--- src/rtl/btn_pkg.sv ---
// Shared definitions for the push-button conditioner: hold/repeat state
// encoding, default 100 MHz timing constants and counter sizing helpers.
package btn_pkg;

    // Per-channel hold/repeat state.
    typedef enum logic [1:0] {
        ST_IDLE   = 2'd0,
        ST_HELD   = 2'd1,
        ST_REPEAT = 2'd2
    } btn_state_t;

    // Default cycle counts at 100 MHz.
    localparam int unsigned DEF_STABLE_CYCLES = 1_000_000;   // 10 ms
    localparam int unsigned DEF_HOLD_CYCLES   = 50_000_000;  // 0.5 s
    localparam int unsigned DEF_REPEAT_CYCLES = 10_000_000;  // 0.1 s

    // Width of a counter that must hold values 0 .. n-1 (never narrower than 1 bit).
    function automatic int unsigned cnt_width(input int unsigned n);
        return (n <= 1) ? 1 : $clog2(n);
    endfunction

    function automatic int unsigned max_u(input int unsigned a, input int unsigned b);
        return (a > b) ? a : b;
    endfunction

endpackage

--- src/rtl/btn_channel.sv ---
// One button channel: 2-FF synchronizer, debounce counter and hold/repeat
// FSM. The press/release pulses are decided from the same condition that
// flips the debounced level, so a pulse shares its cycle with the level edge.
module btn_channel
    import btn_pkg::*;
#(
    parameter int unsigned STABLE_CYCLES = DEF_STABLE_CYCLES,
    parameter int unsigned HOLD_CYCLES   = DEF_HOLD_CYCLES,
    parameter int unsigned REPEAT_CYCLES = DEF_REPEAT_CYCLES,
    parameter bit          REPEAT_EN     = 1'b1
) (
    input  logic clk,
    input  logic rst_n,
    input  logic raw,
    output logic level,
    output logic press_pulse,
    output logic release_pulse
);

    localparam int unsigned DB_W = cnt_width(STABLE_CYCLES);
    localparam int unsigned TM_W = cnt_width(max_u(HOLD_CYCLES, REPEAT_CYCLES));

    localparam logic [DB_W-1:0] DB_LAST   = DB_W'(STABLE_CYCLES - 1);
    localparam logic [TM_W-1:0] HOLD_LAST = TM_W'(HOLD_CYCLES - 1);
    localparam logic [TM_W-1:0] REP_LAST  = TM_W'(REPEAT_CYCLES - 1);

    logic            sync_a;
    logic            sync_b;
    logic [DB_W-1:0] db_cnt;
    logic [TM_W-1:0] timer;
    btn_state_t      state;

    logic flip;
    logic rise;
    logic fall;

    // The level changes on the next edge exactly when these are high.
    assign flip = (sync_b != level) && (db_cnt == DB_LAST);
    assign rise = flip & sync_b;
    assign fall = flip & ~sync_b;

    // Two-flop synchronizer for the asynchronous pin.
    always_ff @(posedge clk or negedge rst_n) begin
        if (!rst_n) begin
            sync_a <= 1'b0;
            sync_b <= 1'b0;
        end else begin
            sync_a <= raw;
            sync_b <= sync_a;
        end
    end

    // Debounce: count consecutive disagreeing cycles, adopt the new value after STABLE_CYCLES.
    always_ff @(posedge clk or negedge rst_n) begin
        if (!rst_n) begin
            db_cnt <= '0;
            level  <= 1'b0;
        end else if (sync_b == level) begin
            db_cnt <= '0;
        end else if (db_cnt == DB_LAST) begin
            level  <= sync_b;
            db_cnt <= '0;
        end else begin
            db_cnt <= db_cnt + 1'b1;
        end
    end

    // Hold/repeat FSM with registered pulses; a falling level wins over a repeat tick.
    always_ff @(posedge clk or negedge rst_n) begin
        if (!rst_n) begin
            state         <= ST_IDLE;
            timer         <= '0;
            press_pulse   <= 1'b0;
            release_pulse <= 1'b0;
        end else begin
            press_pulse   <= 1'b0;
            release_pulse <= 1'b0;
            case (state)
                ST_IDLE: begin
                    if (rise) begin
                        press_pulse <= 1'b1;
                        timer       <= '0;
                        state       <= ST_HELD;
                    end
                end
                ST_HELD: begin
                    if (fall) begin
                        release_pulse <= 1'b1;
                        timer         <= '0;
                        state         <= ST_IDLE;
                    end else if (REPEAT_EN) begin
                        if (timer == HOLD_LAST) begin
                            press_pulse <= 1'b1;
                            timer       <= '0;
                            state       <= ST_REPEAT;
                        end else begin
                            timer <= timer + 1'b1;
                        end
                    end
                end
                ST_REPEAT: begin
                    if (fall) begin
                        release_pulse <= 1'b1;
                        timer         <= '0;
                        state         <= ST_IDLE;
                    end else if (timer == REP_LAST) begin
                        press_pulse <= 1'b1;
                        timer       <= '0;
                    end else begin
                        timer <= timer + 1'b1;
                    end
                end
                default: begin
                    state <= ST_IDLE;
                    timer <= '0;
                end
            endcase
        end
    end

endmodule

--- src/rtl/button_conditioner.sv ---
// Nexys4 push-button conditioner: N_BTN independent channels, each producing
// a debounced level plus single-cycle press (with optional auto-repeat) and
// release pulses. All outputs are registered inside the channels.
module button_conditioner
    import btn_pkg::*;
#(
    parameter int unsigned N_BTN         = 5,
    parameter int unsigned STABLE_CYCLES = DEF_STABLE_CYCLES,
    parameter int unsigned HOLD_CYCLES   = DEF_HOLD_CYCLES,
    parameter int unsigned REPEAT_CYCLES = DEF_REPEAT_CYCLES,
    parameter bit          REPEAT_EN     = 1'b1
) (
    input  logic             clk,
    input  logic             rst_n,
    input  logic [N_BTN-1:0] btn_raw,
    output logic [N_BTN-1:0] btn_level,
    output logic [N_BTN-1:0] btn_press,
    output logic [N_BTN-1:0] btn_release
);

    for (genvar i = 0; i < N_BTN; i++) begin : g_ch
        btn_channel #(
            .STABLE_CYCLES(STABLE_CYCLES),
            .HOLD_CYCLES  (HOLD_CYCLES),
            .REPEAT_CYCLES(REPEAT_CYCLES),
            .REPEAT_EN    (REPEAT_EN)
        ) u_ch (
            .clk          (clk),
            .rst_n        (rst_n),
            .raw          (btn_raw[i]),
            .level        (btn_level[i]),
            .press_pulse  (btn_press[i]),
            .release_pulse(btn_release[i])
        );
    end

endmodule

--- config.mk ---
export PLATFORM = sky130hd
export DESIGN_NAME = button_conditioner
export DESIGN_NICKNAME = d
export VERILOG_FILES = /design/src/rtl/btn_pkg.sv /design/src/rtl/btn_channel.sv /design/src/rtl/button_conditioner.sv
export SDC_FILE = /design/constraint.sdc
export NUM_CORES = 1
export LEC_CHECK = 0
export CAP_MARGIN = 20
export CORE_ASPECT_RATIO = 1.5
export CORE_UTILIZATION = 35
export DETAILED_ROUTE_END_ITERATION = 8
export PLACE_DENSITY = 0.55
export SLEW_MARGIN = 20
export SYNTH_ARGS = -nofsm -noshare
export SYNTH_HDL_FRONTEND = slang
export SYNTH_SLANG_ARGS = --single-unit
export TNS_END_PERCENT = 20
--- constraint.sdc ---
create_clock -name clk -period 5.1 [get_ports clk]
set_clock_uncertainty 0.05 [all_clocks]
set_input_delay 0.51 -clock clk [delete_from_list [all_inputs] [get_ports clk]]
set_output_delay 0.51 -clock clk [all_outputs]
set_load 0.005 [all_outputs]
==> impl_metrics.csv, run 1 <==
group,metric,value,unit
critical_path,cp_common_cell,"or4_4",
critical_path,critPathTopFamily,"simple AND/OR/NAND/NOR gates",
critical_path,crit_buf_inv,0,
timing,period_share,0.660,
floorplan,die_h,252,µm
routing,drtIter0Drc,589,
routing,routed_wl,32900,µm
timing,worst_slew_pin_slew,0.954,ns
synthesis,syn_nets,1622,
synthesis,netlist-cell-type-count,72,
timing,report.final.slew_viol_count,0,
floorplan,core_area,41000,µm²
critical_path,critPathLaunchType,"flop",
synthesis,yosys_register_bits,265,
clocking,cts_buffer_depth,3,
pwr,peakVddDrop,0.209,mV
clocking,cts_tree,"done",
floorplan,pin_count,22,
timing,post-route-min-period,3.37,ns
synthesis,synth_most_common_cell,"dfrtp_1",
timing,fin_tns_setup,0,ns
clocking,cts_setup_buffers,0,
global_route,grt_pass1_vias,11500,
critical_path,path_max_fanout,25,
floorplan,die_w,168,µm
global_route,antenna_found_initial,0,
synthesis,syn_area,14500,µm²
cells_and_area,area_growth,11.9,%
routing,detail-route-antenna-nets,0,
synthesis,synth_area_leader_cell,"dfrtp_1",
clocking,ctsResizeCount,0,
status,outcome,"finished, final reports clean",
clocking,root_buffer,"clkbuf_16",
timing,rsz0062_at_grt,"false",
critical_path,path_cells,"or4_4, or4_4, o31a_1, nor2_1, mux2_2",
synthesis,synthFlopType,"dfrtp_1",
place,gp_congestion,0.806,
timing,finalSetupViolCount,0,
timing,finalHoldViolCount,0,
cells_and_area,nets,1629,
pwr,power.density,273,nW/µm²
flow_run,cap_viol_max_count,0,
floorplan,initial_utilization,0.355,
synthesis,synth-seq-area-share,0.456,
synthesis,yosysTopAreaCellShare,0.456,
synthesis,synthCells,1585,
cells_and_area,fillers,4085,
clocking,htreeDepth,1,
global_route,grt_overflow_total,0,
worst_hold_path,hold_class,"reg -> reg",
global_route,gr-usage-all-layers,0.158,
synthesis,yosys_warnings,0,
routing,wire_per_inst,15.5,µm
routing,drtPass1Iterations,6,
critical_path,endpoint_kind,"flop",
critical_path,cp_data_arrival_time,3.81,ns
place,port_buffers,21,
routing,avgViaCountPerCell,5.53,
synthesis,avgSynthCellArea,9.17,µm²
critical_path,critPathMaxStageDelay,0.83,ns
clocking,cts_buffers,29,
clocking,clock_sinks,265,
routing,vias,11700,
critical_path,slowest_stage,"nor2_1",
synthesis,ys_top_cells_by_area,"dfrtp_1, nor2_1, a22o_1",
floorplan,dieArea,42400,µm²
clocking,clock_latency,0.56,ns
timing,fmax,297,MHz
place,hpwl,22000,µm
cells_and_area,n_antenna_cell,0,
clocking,clk_pin_slew,0.06,ns
global_route,grt_pass1_wl,56400,µm
floorplan,core.rowCount,91,
synthesis,synth-async-reset-ratio,1.00,
routing,drc,0,
critical_path,worst-setup-path-type,"reg -> reg",
timing,relSlewSlack,0.358,
cells_and_area,drive_gt1_frac,0.0596,
pwr,p_leak,6.76,nW
synthesis,synth_edf_count,0,
critical_path,required,5.55,ns
global_route,grt_max_degree,115,
pwr,finalPower,0.00444,W
synthesis,yosys-top-cells-count,"dfrtp_1, nor2_1, nand2_1, nand3_1, a22o_1",
-- kinds of logic (layout without fill, tap and decap cells) --
logic type / count (synthesis) / count (layout) / synth area share
simple gates: 766 / 766 / 0.269
fa+ha+maj: 30 / 30 / 0.0258
buf+inv: 115 / 142 / 0.0350
compound gates: 314 / 314 / 0.155
flops: 265 / 265 / 0.456
xor+xnor: 84 / 84 / 0.0506
mux: 11 / 11 / 0.00818
-- routing by layer --
| metal | GRT usage | vias up | routed length, µm |
|---|---|---|---|
| met5 | 0 | - | 0 |
| met4 | 0.0556 | 0 | 822 |
| met3 | 0.0185 | 64 | 1030 |
| met2 | 0.292 | 164 | 16900 |
| met1 | 0.189 | 5739 | 14200 |
| li1 | - | 5779 | - |
-- repair_timing --
action                     in CTS  in global routing
hold buffers                    1                  0
hold endpoints to repair       88                  0
setup endpoints to repair       0                  0
-- placed cells by master (no fill, tap or decap), drive strengths merged, types with 12 or more instances in the layout --
master / Yosys / routed
nand2: 137 / 137
nor2: 209 / 209
ha: 30 / 30
clkbuf: 41 / 38
clkdlybuf4s50: 0 / 20
xor2: 38 / 38
nand3: 111 / 111
a21o: 46 / 46
xnor2: 46 / 46
a22o: 68 / 68
nand4: 48 / 48
buf: 24 / 20
and3: 42 / 42
nor3: 48 / 48
a21oi: 44 / 44
and4: 15 / 15
dfrtp: 265 / 265
o21ai: 66 / 66
inv: 50 / 50
nor2b: 18 / 18
nor4: 26 / 26
or4: 21 / 21
a31oi: 12 / 12
and2: 18 / 18
or3: 23 / 23
-- final cells by class --
type / count / area (µm²) / share of cell area
multi-input cells: 1205 / 7420 / 0.456
flip-flops and latches: 265 / 6630 / 0.408
well taps: 511 / 639 / 0.0393
repair buffers: 41 / 380 / 0.0234
clock buffers: 38 / 810 / 0.0498
inverters: 50 / 188 / 0.0115
clock inverters: 13 / 193 / 0.0119
-- power breakdown --
part / leakage (nW) / switching (W) / internal (W)
Combinational: 2.60 / 0.0000649 / 0.0000203
Sequential: 3.67 / 0.0000119 / 0.00212
Clock: 0.496 / 0.000863 / 0.00136
Total: 6.76 / 0.000940 / 0.00350
-- registers in the layout, summed over array words and instances (netlist names) --
| register | count |
|---|---|
| g_ch.u_ch.release_pulse | 5 |
| g_ch.u_ch.state | 10 |
| g_ch.u_ch.level | 5 |
| g_ch.u_ch.sync_a | 5 |
| g_ch.u_ch.press_pulse | 5 |
| g_ch.u_ch.sync_b | 5 |
| g_ch.u_ch.db_cnt | 100 |
| g_ch.u_ch.timer | 130 |
-- path summary, 6_finish.rpt --
check | start | endpoint | slack, ns | cells past startpoint
max in group asynchronous | rst_n | g_ch[4].u_ch.sync_b | 3.17 | 3
max reg2reg | g_ch[3].u_ch.db_cnt[6] | g_ch[3].u_ch.timer[0] | 1.73 | 5
min reg2reg | g_ch[3].u_ch.sync_a | g_ch[3].u_ch.sync_b | 0.30 | 0
max | g_ch[3].u_ch.db_cnt[6] | g_ch[3].u_ch.timer[0] | 1.73 | 5
min in group asynchronous | rst_n | g_ch[1].u_ch.press_pulse | 0.50 | 2
min | g_ch[3].u_ch.sync_a | g_ch[3].u_ch.sync_b | 0.30 | 0
-- through the flow --
step | std cells | hold WS, ns | instance area, µm² | util | worst slack (ns)
3_5_place_dp | 2071 | 0.285 | 15200 | 0.372 | 1.67
4_1_cts | 2123 | 0.305 | 16300 | 0.397 | 1.65
6_report | 2123 | 0.299 | 16300 | 0.397 | 1.73
5_1_grt | 2123 | 0.308 | 16300 | 0.397 | 1.50
3_3_place_gp | 2071 | 0.284 | 15200 | 0.372 | 1.68
2_1_floorplan | 1585 | 0.164 | 14500 | - | 2.29
Note: power is estimated with default switching activity, not from simulation.
==> inputs of run 2 (changes only) <==
Settings changed: PLACE_DENSITY 0.55 to 0.56.
Clock period 5.1 ns to 2.72 ns, I/O delays scaled along.
==> run 2 against run 1 <==
Effect of this change: the run now ends with setup timing left; worst setup slack worse by 1.8 ns; global-route usage rose by 0.61 points; critical path depth rose by 2; final cell count grew 4.7%; non-clock buffer count is 100 higher; clock power is 85% higher; register-to-register slack worse by 1.8 ns; count of clock-buffer cells in the layout rose by 4.
==> impl_metrics.csv, run 2 (same netlist as run 1, synthesis figures left out) <==
group,metric,value,unit
status,outcome,"complete, but fails checks",
status,violations,"setup timing",
critical_path,rr_endpoint,"g_ch[1].u_ch.timer[24]",
global_route,grt_pass1_wl,58600,µm
cells_and_area,n_antenna_cell,0,
timing,fmax,362,MHz
timing,finalSetupViolCount,1,
critical_path,endpoint,"g_ch[1].u_ch.timer[24]",
global_route,grt_pass1_vias,12100,
critical_path,crit_start,"g_ch[1].u_ch.db_cnt[10]",
floorplan,die_h,252,µm
timing,timing.hold.ws,0.107,ns
cells_and_area,drive_gt1_frac,0.124,
clocking,cts_buffer_depth,3,
place,port_buffers,21,
cells_and_area,largest_reg_flops,130,
clocking,clock_latency,0.55,ns
floorplan,pin_count,22,
pwr,power.density,479,nW/µm²
floorplan,core.rowCount,91,
clocking,htreeDepth,1,
clocking,cts_buffers,28,
critical_path,worst-setup-path-type,"reg -> reg",
floorplan,initial_utilization,0.355,
place,hpwl,24100,µm
critical_path,required,3.15,ns
place,gp_congestion,0.852,
routing,drc,0,
critical_path,reg2reg_slack,-0.05,ns
routing,detail-route-antenna-nets,0,
routing,vias,12000,
timing,finalHoldViolCount,0,
cells_and_area,top_register,"g_ch.u_ch.timer",
floorplan,dieArea,42400,µm²
pwr,peakVddDrop,0.436,mV
place,place_inst,2160,
routing,drtPass1Iterations,5,
critical_path,endpoint_kind,"flop",
global_route,grt_overflow_total,0,
critical_path,critPathLaunchType,"flop",
cells_and_area,nets,1728,
timing,report.final.slew_viol_count,0,
cells_and_area,largestRegisters,"g_ch.u_ch.timer (130), g_ch.u_ch.db_cnt (100), g_ch.u_ch.state (10)",
timing,worst_slew_pin_slew,0.739,ns
routing,avgViaCountPerCell,5.42,
cells_and_area,final_common_cell,"dfrtp_1",
timing,rsz0062_at_grt,"true",
pwr,finalPower,0.00826,W
floorplan,die_w,168,µm
flow_run,cap_viol_max_count,0,
routing,routed_wl,34400,µm
global_route,antenna_found_initial,0,
routing,wire_per_inst,15.5,µm
clocking,clock_sinks,265,
cells_and_area,area_growth,18.7,%
critical_path,reg2regPathDepth,7,
global_route,grt_max_degree,69,
critical_path,path_max_fanout,7,
routing,drtIter0Drc,713,
timing,fin_tns_setup,-0.0460,ns
worst_hold_path,hold_class,"in -> reg",
timing,post-route-min-period,2.77,ns
cells_and_area,fillers,4005,
critical_path,r2r-start,"g_ch[1].u_ch.db_cnt[10]",
timing,relSlewSlack,0.503,
clocking,cts_tree,"done",
clocking,root_buffer,"clkbuf_16",
timing,period_share,1.02,
clocking,clk_pin_slew,0.06,ns
floorplan,core_area,41000,µm²
global_route,gr-usage-all-layers,0.165,
cells_and_area,final_cell_mix,"dfrtp_1, nor2_1, nand2_1",
critical_path,cp_data_arrival_time,3.20,ns
cells_and_area,final-instance-count-excl-fill,2222,
timing,fin_ws,-0.0460,ns
pwr,p_leak,7.37,nW
==> run 2: cell types whose count changed in the layout (fill, tap and decap cells not counted), moves of 3 or more <==
cell	change
o21ai_1	+8
buf_12	+8
or4_1	-7
nor4_1	-4
o21ai_0	-8
buf_4	+90
or4_4	+7
clkinv_2	-3
==> run 2: layer usage <==
layer | vias to the layer above | part of all wire | global-route usage
li1 | 5999 | - | -
met1 | 5848 | 0.42 | 0.191
met2 | 125 | 0.53 | 0.311
met3 | 61 | 0.024 | 0.0195
met4 | 0 | 0.025 | 0.0532
met5 | - | 0 | 0
==> run 2: cell type report <==
cell class	count	area [µm²]	share of cell area
Multi-Input combinational cell	1205	7550	0.438
Clock buffer	42	845	0.0490
Tap cell	511	639	0.0371
Clock inverter	8	140	0.00812
Sequential cell	265	6630	0.384
Inverter	50	188	0.0109
Timing Repair Buffer	141	1250	0.0726
==> run 2: timing repair <==
item,in CTS,in global routing
resized for setup,6,29
setup buffers,2,8
setup endpoints to repair,31,80
cloned,0,1
pin swaps,3,8
hold endpoints to repair,81,0
hold buffers,1,0
==> run 2: worst max-delay path: stages (launching register included) <==
cell	delay (ns)
dfrtp_1	0.38
or4b_4	0.53
or4_4	0.57
o31a_1	0.32
buf_6	0.14
or4_4	0.48
a21oi_2	0.15
a21o_1	0.09
==> run 2: how the worst min path moves through the flow <==
| stage | startpoint | end | cells past startpoint |
|---|---|---|---|
| 6_report | btn_raw[0] | g_ch[0].u_ch.sync_a | 1 |
| 5_1_grt | btn_raw[0] | g_ch[0].u_ch.sync_a | 1 |
| 4_1_cts | btn_raw[0] | g_ch[0].u_ch.sync_a | 1 |
| 3_5_place_dp | rst_n | g_ch[2].u_ch.db_cnt[15] | 1 |
| 3_3_place_gp | rst_n | g_ch[2].u_ch.db_cnt[15] | 1 |
| 2_1_floorplan | rst_n | g_ch[0].u_ch.db_cnt[0] | 0 |
==> run 2: stage by stage <==
step	utilization	cell area (µm²)	setup WS, ns
2_1_floorplan	-	14500	-0.0233
3_3_place_gp	0.390	16000	-0.450
3_5_place_dp	0.390	16000	-0.198
4_1_cts	0.416	17000	-0.0508
5_1_grt	0.421	17200	-0.143
6_report	0.421	17200	-0.0460
==> run 2: where the power goes <==
group | switching [W] | leakage, nW | internal (W)
Clock | 0.00159 | 0.487 | 0.00251
Combinational | 0.000125 | 3.21 | 0.0000463
Sequential | 0.0000219 | 3.67 | 0.00397
Total | 0.00174 | 7.37 | 0.00652
